[src/rtl/mem_port_arbiter_pkg.sv]
// Shared types and constants for the unified-memory port arbiter.
package mem_port_arbiter_pkg;

  typedef enum logic [1:0] {
    IDLE  = 2'd0,
    IBUSY = 2'd1,
    DBUSY = 2'd2
  } arb_state_t;

  localparam logic [2:0] MEMSIZE_W = 3'b010;

endpackage

[src/rtl/mem_port_arbiter_sat_counter.sv]
// Saturating up-counter with synchronous clear; clear wins over increment.
// sat_o flags that the count has reached MAX; latency 1 cycle from inc/clr.
module arb_sat_counter #(
  parameter int W   = 8,
  parameter int MAX = 255
) (
  input  logic clk,
  input  logic rst,
  input  logic inc_i,
  input  logic clr_i,
  output logic sat_o
);

  localparam logic [W-1:0] MAX_V = W'(MAX);

  logic [W-1:0] cnt_q, cnt_d;

  assign sat_o = (cnt_q == MAX_V);

  always_comb begin
    cnt_d = cnt_q;
    if (clr_i) begin
      cnt_d = '0;
    end else if (inc_i && !sat_o) begin
      cnt_d = cnt_q + W'(1);
    end
  end

  always_ff @(posedge clk or posedge rst) begin
    if (rst) begin
      cnt_q <= '0;
    end else begin
      cnt_q <= cnt_d;
    end
  end

endmodule

[src/rtl/mem_port_arbiter.sv]
// Arbitrates I-fetch and load/store ports onto one single-port memory, one transaction at a time.
// Grant in cycle N, mem_* from N+1, ack combinational on mem_ready; requesters stall until ack.
module mem_port_arbiter
  import mem_port_arbiter_pkg::*;
#(
  parameter int MAX_DSTREAK = 4,
  parameter int TIMEOUT     = 255,
  parameter int CNTW        = 8
) (
  input  logic        clk,
  input  logic        reset,
  input  logic        ireq,
  input  logic [31:0] iaddr,
  output logic        iack,
  output logic [31:0] irdata,
  output logic        istall,
  input  logic        dreq,
  input  logic        dwe,
  input  logic [2:0]  dsize,
  input  logic [31:0] daddr,
  input  logic [31:0] dwdata,
  output logic        dack,
  output logic [31:0] drdata,
  output logic        dstall,
  output logic        mem_req,
  output logic        mem_we,
  output logic [2:0]  mem_size,
  output logic [31:0] mem_addr,
  output logic [31:0] mem_wdata,
  input  logic [31:0] mem_rdata,
  input  logic        mem_ready,
  output logic        bus_err
);

  localparam int SW = $clog2(MAX_DSTREAK + 1);

  arb_state_t  state_q;
  logic        mem_req_q, mem_we_q, bus_err_q;
  logic [2:0]  mem_size_q;
  logic [31:0] mem_addr_q, mem_wdata_q;

  logic idle, busy, grant_d, grant_i, streak_sat, wd_sat;
  logic done_ok, expire, finish;

  assign idle    = (state_q == IDLE);
  assign busy    = !idle;
  // Once D has won MAX_DSTREAK times in a row over a waiting fetch, the fetch goes first.
  assign grant_d = idle && dreq && !(ireq && streak_sat);
  assign grant_i = idle && ireq && !grant_d;

  // A real completion in the expiry cycle takes precedence over the watchdog abort.
  assign done_ok = busy && mem_ready;
  assign expire  = busy && !mem_ready && wd_sat;
  assign finish  = done_ok || expire;

  assign iack   = finish && (state_q == IBUSY);
  assign dack   = finish && (state_q == DBUSY);
  assign irdata = (done_ok && state_q == IBUSY) ? mem_rdata : '0;
  assign drdata = (done_ok && state_q == DBUSY) ? mem_rdata : '0;
  assign istall = ireq && !iack && !reset;
  assign dstall = dreq && !dack && !reset;

  assign mem_req   = mem_req_q;
  assign mem_we    = mem_we_q;
  assign mem_size  = mem_size_q;
  assign mem_addr  = mem_addr_q;
  assign mem_wdata = mem_wdata_q;
  assign bus_err   = bus_err_q;

  arb_sat_counter #(.W(SW), .MAX(MAX_DSTREAK)) u_streak (
    .clk   (clk),
    .rst   (reset),
    .inc_i (grant_d && ireq),
    .clr_i (grant_i || (grant_d && !ireq)),
    .sat_o (streak_sat)
  );

  arb_sat_counter #(.W(CNTW), .MAX(TIMEOUT)) u_watchdog (
    .clk   (clk),
    .rst   (reset),
    .inc_i (busy && !mem_ready),
    .clr_i (grant_d || grant_i),
    .sat_o (wd_sat)
  );

  always_ff @(posedge clk or posedge reset) begin
    if (reset) begin
      state_q     <= IDLE;
      mem_req_q   <= 1'b0;
      mem_we_q    <= 1'b0;
      mem_size_q  <= '0;
      mem_addr_q  <= '0;
      mem_wdata_q <= '0;
      bus_err_q   <= 1'b0;
    end else begin
      case (state_q)
        IDLE: begin
          if (grant_d) begin
            state_q     <= DBUSY;
            mem_req_q   <= 1'b1;
            mem_we_q    <= dwe;
            mem_size_q  <= dsize;
            mem_addr_q  <= daddr;
            mem_wdata_q <= dwdata;
          end else if (grant_i) begin
            state_q     <= IBUSY;
            mem_req_q   <= 1'b1;
            mem_we_q    <= 1'b0;
            mem_size_q  <= MEMSIZE_W;
            mem_addr_q  <= iaddr;
            mem_wdata_q <= '0;
          end
        end
        default: begin
          if (finish) begin
            state_q   <= IDLE;
            mem_req_q <= 1'b0;
          end
          if (expire) begin
            bus_err_q <= 1'b1;
          end
        end
      endcase
    end
  end

endmodule
[config.mk]
export PLATFORM = sky130hd
export DESIGN_NAME = mem_port_arbiter
export DESIGN_NICKNAME = d
export VERILOG_FILES = /design/src/rtl/mem_port_arbiter_pkg.sv /design/src/rtl/mem_port_arbiter_sat_counter.sv /design/src/rtl/mem_port_arbiter.sv
export SDC_FILE = /design/constraint.sdc
export NUM_CORES = 1
export LEC_CHECK = 0
export ABC_AREA = 1
export CORE_ASPECT_RATIO = 1.2
export CORE_MARGIN = 10
export CORE_UTILIZATION = 37
export DETAILED_ROUTE_END_ITERATION = 8
export GPL_TIMING_DRIVEN = 1
export PLACE_DENSITY = 0.82
export SLEW_MARGIN = 20
export SYNTH_ARGS = -nofsm -noshare
export SYNTH_HDL_FRONTEND = slang
export SYNTH_SLANG_ARGS = --single-unit
export TNS_END_PERCENT = 100
[constraint.sdc]
create_clock -name clk -period 4.2 [get_ports clk]
set_clock_uncertainty 0.1 [all_clocks]
set_input_delay 0.84 -clock clk [delete_from_list [all_inputs] [get_ports clk]]
set_output_delay 0.84 -clock clk [all_outputs]
set_load 0.05 [all_outputs]
==> results of run 1 <==
-- how the worst max path moves through the flow --
stage | start | to | slack [ps] | cells after the start
final | mem_ready | iack | 610 | 6
after CTS | mem_ready | iack | 600 | 6
after global placement | mem_ready | iack | 640 | 6
after floorplan | reset | dstall | 630 | 3
after global routing | mem_ready | iack | 420 | 6
after detailed placement | mem_ready | iack | 610 | 6
-- metrics by stage --
| stage | cells | setup slack [ps] | area [um^2] | utilization [%] |
|---|---|---|---|---|
| global route | 939 | 422 | 7170 | 64.4 |
| detailed placement | 923 | 607 | 6880 | 61.7 |
| CTS | 939 | 601 | 7170 | 64.3 |
| finish | 941 | 611 | 7170 | 64.4 |
| floorplan | 526 | 631 | 4250 | - |
| global placement | 923 | 640 | 6880 | 61.7 |
-- cells by family (layout without fill, tap and decap cells) --
family	Yosys count	count (layout)
XOR/XNOR	2	2
adder cells (fa/ha/maj)	3	3
AND/OR/NAND/NOR	207	207
flip-flops	83	83
buffers and inverters	122	381
AO/OA/AOI/OAI	109	109
other	0	2
-- power by group --
| group | switching, uW | internal (uW) |
|---|---|---|
| logic | 2230 | 1080 |
| clock network | 332 | 422 |
| registers | 202 | 1140 |
| total | 2760 | 2640 |
-- state kept, by name (all words and copies together), names as in the netlist --
signal / count
mem_size: 3
mem_wdata: 32
u_watchdog.cnt_q: 8
mem_we: 1
mem_req: 1
mem_addr: 32
bus_err: 1
state_q: 2
u_streak.cnt_q: 3
-- layout by cell type, fill, tap and decap left out, types with 2 or more instances in the layout --
cell type        count
nand3_2              2
dfrtp_1             83
nand3_1             13
clkinvlp_4           2
inv_1               83
ha_1                 3
clkbuf_16            9
o21ai_0             54
inv_6                2
buf_4               69
nand4_1             35
nor2_1              78
diode_2              2
xor2_1               2
a2bb2oi_1           32
a21oi_1              2
clkinv_4             2
clkdlybuf4s50_1    209
o21ai_1             18
nand2_1             75
-- worst min-delay path, cell delays in order, from the launching register on --
cell,delay [ps]
dfrtp_1,340
nand2_1,60
nand2_1,50
-- routing by layer --
layer  vias up  track usage, %  part of all wire [%]
li1       2216               -                     -
met2       205            35.7                    54
met1      2169            19.5                    36
met5         -               0                     0
met4         0            7.84                   1.9
met3        19            5.98                   7.9
-- area by class of cell --
type	instances	area [um^2]
fillers	952	3970
diodes	2	5.00
clock inverters	6	47.5
repair buffers	280	2640
clock buffers	10	239
multi-input cells	321	1650
inverters	85	325
well taps	154	193
flip-flops and latches	83	2080
==> metrics.csv, run 1 <==
stage;metric;value;unit
run_status;status;complete, no violations;
detailed_routing;antenna_left;0;
setup_path;criticalPathCategory;in -> out;
sta;fin_crit_sh;85.5;%
yosys;synthMuxAreaShare;0;%
setup_path;required;3260;ps
yosys;synth_xor_area_share;0.413;%
finish;drive_gt1_share;12.2;%
clocking;cts_made_buffers;9;
setup_path;r2r_start;u_streak.cnt_q[0];
yosys;synth_seq_cells;83;
global_routing;gr-usage-all-layers;19.1;%
placed_design;hpwlAfterDp;12800;um
yosys;synthSimpleGateAreaFrac;21.4;%
sta;finalSetupTns;0;ps
floorplanning;die_w;118;um
clocking;cts_setup_buffers;0;
yosys;syn_nets;666;
yosys;synth_top_area_share;48.9;%
setup_path;critPathBufInv;3;
floorplanning;core;11100;um^2
setup_path;regToRegSetupSlack;2010;ps
detailed_routing;wl_per_cell;17.6;um
yosys;post-synth-top-count-cell;inv_1;
setup_path;crit_chain;clkdlybuf4s50_1 > inv_1 > nand2_1 > o21ai_0 > nor2_1 > clkdlybuf4s50_1;
power_and_ir_drop;power;5400;uW
yosys;synth_fa_ha_area_share;0.884;%
setup_path;cp_slowest_cell;clkdlybuf4s50_1;
sta;setup_viol;0;
setup_path;crit_top_cell;clkdlybuf4s50_1;
flow_run;max_cap_violations;0;
setup_path;startpoint_type;input pin;
setup_path;reg2reg_to;mem_size[1];
placed_design;gp_congestion;0.800;
min_path;hold_end;mem_req;
sta;whs;379;ps
power_and_ir_drop;power_leakage;0.00347;uW
global_routing;grt_pass1_vias;4672;
clocking;clockRootBuffer;clkbuf_16;
yosys;yosysSeqAreaShare;48.9;%
clocking;clk_latency;340;ps
floorplanning;start_util;38.1;%
yosys;synth_edf_count;0;
finish;nNetsFinal;920;
yosys;yosysWarnings;0;
floorplanning;chipHeight;137;um
setup_path;max_stage_delay;810;ps
yosys;async_reset_ff_share;100;%
sta;slew_headroom;33.6;%
yosys;synthCells;526;
setup_path;reg2reg_depth;7;
floorplanning;ios;275;
sta;max_freq;279;MHz
detailed_routing;drt_iter0_drc;245;
power_and_ir_drop;ir_worst_vdd;0.000394;V
yosys;ys_top_cells_by_area;dfrtp_1, inv_1, nor2_1;
sta;tightest_slew;994;ps
detailed_routing;vias;4609;
clocking;clk_pin_slew;70;ps
yosys;ys.flop_type;dfrtp_1;
global_routing;grt_max_degree;84;
finish;area_delta_synth_final;69.0;%
clocking;htree_num_levels;3;
yosys;synth-compound-area-share;16.1;%
detailed_routing;drc;0;
setup_path;cp_top_family;buffers and inverters;
global_routing;grt-ovfl-total;0;
sta;finalCriticalPeriod;3590;ps
detailed_routing;avgViaCountPerCell;4.90;
yosys;synth_commonest_cells;inv_1, dfrtp_1, nor2_1;
sta;hold_violations;0;
clocking;post_cts_resized;0;
clocking;cts_tree;done;
yosys;yosysUniqueCellTypes;27;
sta;rsz0062_at_grt;false;
yosys;netlist_area;4250;um^2
clocking;clock-sinks;83;
setup_path;path_max_fanout;4;
min_path;min_path_type;reg -> reg;
yosys;avgSynthCellArea;8.07;um^2
setup_path;end_kind;output pin;
min_path;worstHoldStart;mem_req;
setup_path;worstPathArrival;2650;ps
sta;slew_violations;0;
min_path;whs_path_depth;2;
yosys;synth.largest_area_cell;dfrtp_1;
global_routing;antenna_found_initial;0;
power_and_ir_drop;pwr_density_cell;753;nW/um^2
floorplanning;die-area;16200;um^2
yosys;synth_top_family_by_area;simple AND/OR/NAND/NOR gates;
clocking;postCtsHoldBufs;0;
floorplanning;core.rowCount;42;
detailed_routing;dr.pass1.iters;5;
detailed_routing;routed_wl;16600;um
global_routing;grt_pass1_wl;25100;um
clocking;clockBufferDepth;2;
placed_design;portBuffers;274;
No activity file was read; power rests on OpenSTA's default activity.
==> run 2, diff against run 1 <==
--- a/config.mk
+++ b/config.mk
@@ -7,9 +7,9 @@
 export LEC_CHECK = 0
 export ABC_AREA = 1
 export CORE_ASPECT_RATIO = 1.2
-export CORE_MARGIN = 10
 export CORE_UTILIZATION = 37
 export DETAILED_ROUTE_END_ITERATION = 8
+export GPL_ROUTABILITY_DRIVEN = 0
 export GPL_TIMING_DRIVEN = 1
 export PLACE_DENSITY = 0.82
 export SLEW_MARGIN = 20
==> run 2 against run 1 <==
Die area down 26%. First-iteration DRC count increased by 30%. Highest routed layer unchanged. Fmax decreased by 1.4%. Combinational power hardly changed. Via count rose by 0.63%. Sequential power hardly changed. Setup slack lost 51 ps. Hold slack gained 2.7 ps.
==> metrics.csv, run 2 (same netlist as run 1, synthesis figures left out) <==
stage;metric;value;unit;change
power_and_ir_drop;ir_worst_vdd;0.000467;V;+18%
setup_path;reg2reg_depth;6;;-1
sta;setup_viol;0;;unchanged
setup_path;path_max_fanout;4;;unchanged
clocking;clk_pin_slew;60;ps;about the same
sta;slew_headroom;35.3;%;+1.7 points
finish;mostFrequentLayoutCell;clkdlybuf4s50_1;;
setup_path;startpoint_type;register;;
detailed_routing;wl_per_cell;14.9;um;-15%
sta;hold_violations;0;;unchanged
sta;rsz0062_at_grt;false;;
detailed_routing;drc;0;;unchanged
flow_run;max_cap_violations;0;;unchanged
detailed_routing;dr.pass1.iters;4;;-1
placed_design;dpl_cell_area;6900;um^2;+0.25%
finish;nNetsFinal;921;;+0.11%
sta;setup_ws;560;ps;-51.0 ps
clocking;postCtsHoldBufs;0;;unchanged
floorplanning;chipHeight;119;um;-13%
global_routing;grt_pass1_vias;4615;;-1.2%
placed_design;pre_cts_ws;555;ps;-52.3 ps
global_routing;gr-usage-all-layers;23.6;%;+4.4 points
min_path;worstHoldStart;bus_err;;
clocking;cts_setup_buffers;0;;unchanged
setup_path;worstPathArrival;2700;ps;+50 ps
floorplanning;core;11100;um^2;-0.47%
setup_path;cp_slowest_cell;clkdlybuf4s50_1;;
run_status;status;complete, no violations;;
setup_path;required;3260;ps;about the same
global_routing;grt-ovfl-total;0;;unchanged
setup_path;reg2reg_to;mem_addr[28];;
finish;n_antenna_cell;0;;-2
setup_path;max_stage_delay;820;ps;about the same
finish;layout_common_cells;clkdlybuf4s50_1, inv_1, dfrtp_1;;
setup_path;end_kind;output pin;;
min_path;min_path_type;reg -> reg;;
floorplanning;die_w;99.8;um;-15%
clocking;htree_num_levels;3;;unchanged
setup_path;crit_chain;ha_1 > nand2_1 > nor2_1 > nand2_1 > nand2_1 > o21ai_0 > nor2_1 > clkdlybuf4s50_1;;
clocking;cts_tree;done;;
clocking;clk_latency;330;ps;about the same
placed_design;portBuffers;274;;unchanged
setup_path;crit_top_cell;nand2_1;;
finish;stdcell_area;7250;um^2;+0.99%
clocking;clockRootBuffer;clkbuf_16;;
global_routing;grt_pass1_wl;22000;um;-13%
finish;seqCellArea;2080;um^2;unchanged
clocking;clock-sinks;83;;unchanged
setup_path;r2r_start;state_q[0];;
floorplanning;die-area;11900;um^2;-26%
detailed_routing;avgViaCountPerCell;4.93;;+0.74%
global_routing;grt_max_degree;52;;-38%
detailed_routing;routed_wl;14000;um;-16%
floorplanning;core.rowCount;42;;unchanged
placed_design;hpwlAfterDp;10300;um;-20%
sta;fin_crit_sh;86.7;%;+1.2 points
floorplanning;start_util;38.3;%;+0.18 points
finish;fillCellCount;876;;-8.0%
clocking;cts_made_buffers;9;;unchanged
finish;area_delta_synth_final;70.7;%;
sta;max_freq;275;MHz;-1.4%
power_and_ir_drop;pwr_density_cell;767;nW/um^2;+1.8%
setup_path;criticalPathCategory;reg -> out;;
finish;drive_gt1_share;12.5;%;+0.24 points
setup_path;critPathBufInv;1;;-2
floorplanning;ios;275;;unchanged
setup_path;regToRegSetupSlack;1870;ps;-140 ps
power_and_ir_drop;power_leakage;0.00351;uW;+1.2%
setup_path;cp_top_family;simple AND/OR/NAND/NOR gates;;
sta;tightest_slew;968;ps;-25.4 ps
min_path;whs_path_depth;1;;-1
clocking;clockBufferDepth;2;;unchanged
sta;slew_violations;0;;unchanged
sta;finalSetupTns;0;ps;unchanged
global_routing;antenna_found_initial;0;;unchanged
min_path;hold_end;bus_err;;
detailed_routing;drt_iter0_drc;318;;+30%
detailed_routing;antenna_left;0;;unchanged
detailed_routing;vias;4638;;+0.63%
finish;multi_input_area;1650;um^2;unchanged
sta;finalCriticalPeriod;3640;ps;+51.0 ps
clocking;post_cts_resized;0;;unchanged
run 2: cell count changes in the layout (fill, tap and decap cells not counted), sizes merged:
cell	delta
clkinv	-1
buf	+2
clkinvlp	-1
clkbuf	-1
diode	-2
clkdlybuf4s50	-1
bufinv	+3
run 2: worst max path at each step:
| stage | from | end | slack, ps | cells after the start |
|---|---|---|---|---|
| 2_1_floorplan | reset | dstall | 630 | 3 |
| 3_3_place_gp | mem_ready | dack | 590 | 6 |
| 3_5_place_dp | mem_ready | dack | 560 | 6 |
| 4_1_cts | u_watchdog.cnt_q[0] | dack | 520 | 8 |
| 5_1_grt | u_watchdog.cnt_q[0] | dack | 320 | 8 |
| 6_report | u_watchdog.cnt_q[0] | dack | 560 | 8 |
run 2: stage by stage:
step                      cells  power, uW  hold WS (ps)  util (%)
after CTS                   940       5590           388      65.3
final                       940       5550           382      65.3
after global placement      924       4580           366      62.2
after floorplan             526       3560           366         -
after global routing        940       5810           418      65.3
after detailed placement    924       4640           372      62.2
run 2: metal layers:
| metal | vias to the layer above | wire, um | track usage (%) |
|---|---|---|---|
| li1 | 2219 | - | - |
| met1 | 2194 | 5290 | 25.1 |
| met2 | 196 | 7430 | 43.7 |
| met3 | 29 | 940 | 4.52 |
| met4 | 0 | 342 | 11.6 |
| met5 | - | 0 | 0 |
run 2: worst register-to-register path, cell delays in order (launching register included):
cell and delay [ps]:
dfrtp_1 440, nor2_4 100, buf_4 410, nand3_2 550
buf_12 380, o21ai_1 120, a2bb2oi_1 100
run 2: area by class of cell:
class,count,area share [%]
Tap cell,154,2.66
Clock inverter,7,1.71
Multi-Input combinational cell,321,22.7
Sequential cell,83,28.7
Inverter,85,4.49
Timing Repair Buffer,281,36.6
Clock buffer,9,3.11
run 2: power by group:
| part | leakage [uW] | total, uW | switching, uW | internal [uW] |
|---|---|---|---|---|
| sequential | 0.00104 | 1350 | 210 | 1140 |
| combinational | 0.00230 | 3290 | 2200 | 1090 |
| clock | 0.000172 | 919 | 331 | 587 |
==> run 3, diff against run 2 <==
--- a/config.mk
+++ b/config.mk
@@ -12,6 +12,8 @@
 export GPL_ROUTABILITY_DRIVEN = 0
 export GPL_TIMING_DRIVEN = 1
 export PLACE_DENSITY = 0.82
+export RECOVER_POWER = 100
+export SKIP_CTS_REPAIR_TIMING = 1
 export SLEW_MARGIN = 20
 export SYNTH_ARGS = -nofsm -noshare
 export SYNTH_HDL_FRONTEND = slang
==> run 3 against run 2 <==
The flow now finishes with violations (capacitance limit, slew limit). Largest power group unchanged. Routed wire length rose by 1.1%. Non-clock buffer count did not move. Register-to-register slack got worse by 650 ps. Cell area fell by 4.0%. Fmax fell by 1.4%. Clock power barely moved. Highest routed layer unchanged. Combinational power fell by 6.1%.
==> metrics.csv, run 3 (same netlist as run 1, synthesis figures left out) <==
stage;metric;value;unit;change
power_and_ir_drop;power_leakage;0.00330;uW;-6.0%
floorplanning;die-area;11900;um^2;unchanged
global_routing;grt-ovfl-total;0;;unchanged
detailed_routing;drt_iter0_drc;282;;-11%
detailed_routing;vias;4631;;-0.15%
setup_path;cp_slowest_cell;dlygate4sd3_1;;
placed_design;pre_cts_ws;555;ps;unchanged
detailed_routing;routed_wl;14200;um;+1.1%
floorplanning;die_w;99.8;um;unchanged
clocking;clk_latency;330;ps;about the same
finish;layout_common_cells;clkdlybuf4s50_1, inv_1, dfrtp_1;;
finish;n_antenna_cell;0;;unchanged
setup_path;crit_chain;ha_1 > nand2_1 > nor2_1 > nand2_1 > nand2_1 > o21ai_0 > nor2_1 > dlygate4sd3_1;;
placed_design;hpwlAfterDp;10300;um;unchanged
detailed_routing;antenna_left;0;;unchanged
setup_path;end_kind;output pin;;
finish;area_delta_synth_final;63.8;%;
setup_path;required;3260;ps;about the same
clocking;clockBufferDepth;2;;unchanged
sta;slew_violations;31;;+31
clocking;clock-sinks;83;;unchanged
run_status;status;finished with violations;;
setup_path;regToRegSetupSlack;1220;ps;-650 ps
clocking;clk_pin_slew;60;ps;about the same
sta;setup_ws;508;ps;-51.6 ps
setup_path;critPathBufInv;1;;unchanged
sta;setup_viol;0;;unchanged
setup_path;worstPathArrival;2750;ps;+50 ps
floorplanning;start_util;38.3;%;unchanged
global_routing;antenna_found_initial;0;;unchanged
global_routing;grt_pass1_wl;22000;um;unchanged
clocking;cts_made_buffers;9;;unchanged
setup_path;criticalPathCategory;reg -> out;;
floorplanning;core.rowCount;42;;unchanged
finish;seqCellArea;2080;um^2;unchanged
setup_path;startpoint_type;register;;
sta;max_freq;271;MHz;-1.4%
sta;finalSetupTns;0;ps;unchanged
setup_path;crit_top_cell;nand2_1;;
sta;tightest_slew;1600;ps;+627 ps
sta;slew_headroom;-6.34;%;-42 points
clocking;cts_tree;done;;
sta;hold_violations;0;;unchanged
finish;drive_gt1_share;3.56;%;-8.9 points
run_status;violations;capacitance limit, slew limit;;
global_routing;grt_max_degree;52;;unchanged
finish;mostFrequentLayoutCell;clkdlybuf4s50_1;;
global_routing;grt_pass1_vias;4615;;unchanged
sta;finalCriticalPeriod;3690;ps;+51.6 ps
detailed_routing;drc;0;;unchanged
finish;nNetsFinal;921;;unchanged
setup_path;max_stage_delay;880;ps;+60 ps
power_and_ir_drop;ir_worst_vdd;0.000451;V;-3.6%
finish;multi_input_area;1640;um^2;-0.46%
setup_path;cp_top_family;buffers and inverters;;
floorplanning;chipHeight;119;um;unchanged
detailed_routing;dr.pass1.iters;4;;unchanged
detailed_routing;avgViaCountPerCell;4.93;;-0.15%
sta;fin_crit_sh;87.9;%;+1.2 points
clocking;htree_num_levels;3;;unchanged
global_routing;gr-usage-all-layers;23.6;%;unchanged
detailed_routing;wl_per_cell;15.1;um;+1.1%
power_and_ir_drop;pwr_density_cell;768;nW/um^2;+0.17%
floorplanning;core;11100;um^2;unchanged
sta;rsz0062_at_grt;false;;
floorplanning;ios;275;;unchanged
clocking;clockRootBuffer;clkbuf_16;;
setup_path;path_max_fanout;4;;unchanged
placed_design;portBuffers;274;;unchanged
flow_run;max_cap_violations;1;;+1
finish;fillCellCount;974;;+11%
min_path;min_path_type;reg -> reg;;
run 3: cell count changes in the layout (fill, tap and decap cells not counted), moves of 2 or more:
cell             previous run  this run
dlygate4sd3_1               0        74
o21ai_1                    18         1
buf_4                      71         3
clkbuf_1                    0        68
o21ai_0                    54        71
clkdlybuf4s50_1           208       134
buf_12                      2         0
run 3: report_power, final:
part	internal (uW)	switching (uW)
combinational	895	2190
sequential	1140	196
clock	587	331
run 3: layout make-up:
type / count / area share [%]
Timing Repair Buffer: 281 / 34.1
Sequential cell: 83 / 29.9
Multi-Input combinational cell: 321 / 23.6
Inverter: 85 / 4.64
Clock buffer: 9 / 3.24
Tap cell: 154 / 2.77
Clock inverter: 7 / 1.78
run 3: final timing paths:
kind,end,cells after the start,from
max reg2reg,mem_size[1],6,state_q[0]
max,dack,8,u_watchdog.cnt_q[0]
max in group asynchronous,mem_size[1],4,reset
min reg2reg,bus_err,1,bus_err
min in group asynchronous,mem_req,2,reset
min,bus_err,1,bus_err
run 3: per-stage QoR:
step / hold WS (ps) / util [%] / area, um^2 / cells / total power [uW]
2_1_floorplan: 366 / - / 4250 / 526 / 3560
3_3_place_gp: 366 / 62.2 / 6900 / 924 / 4580
3_5_place_dp: 372 / 62.2 / 6900 / 924 / 4640
4_1_cts: 388 / 65.3 / 7250 / 940 / 5590
5_1_grt: 413 / 62.7 / 6950 / 940 / 5590
6_report: 377 / 62.7 / 6950 / 940 / 5340
run 3: metal layers:
metal	vias up	routed length, um	global-route usage (%)
li1	2222	-	-
met1	2176	5380	25.1
met2	202	7450	43.7
met3	31	945	4.52
met4	0	389	11.6
met5	-	0	0
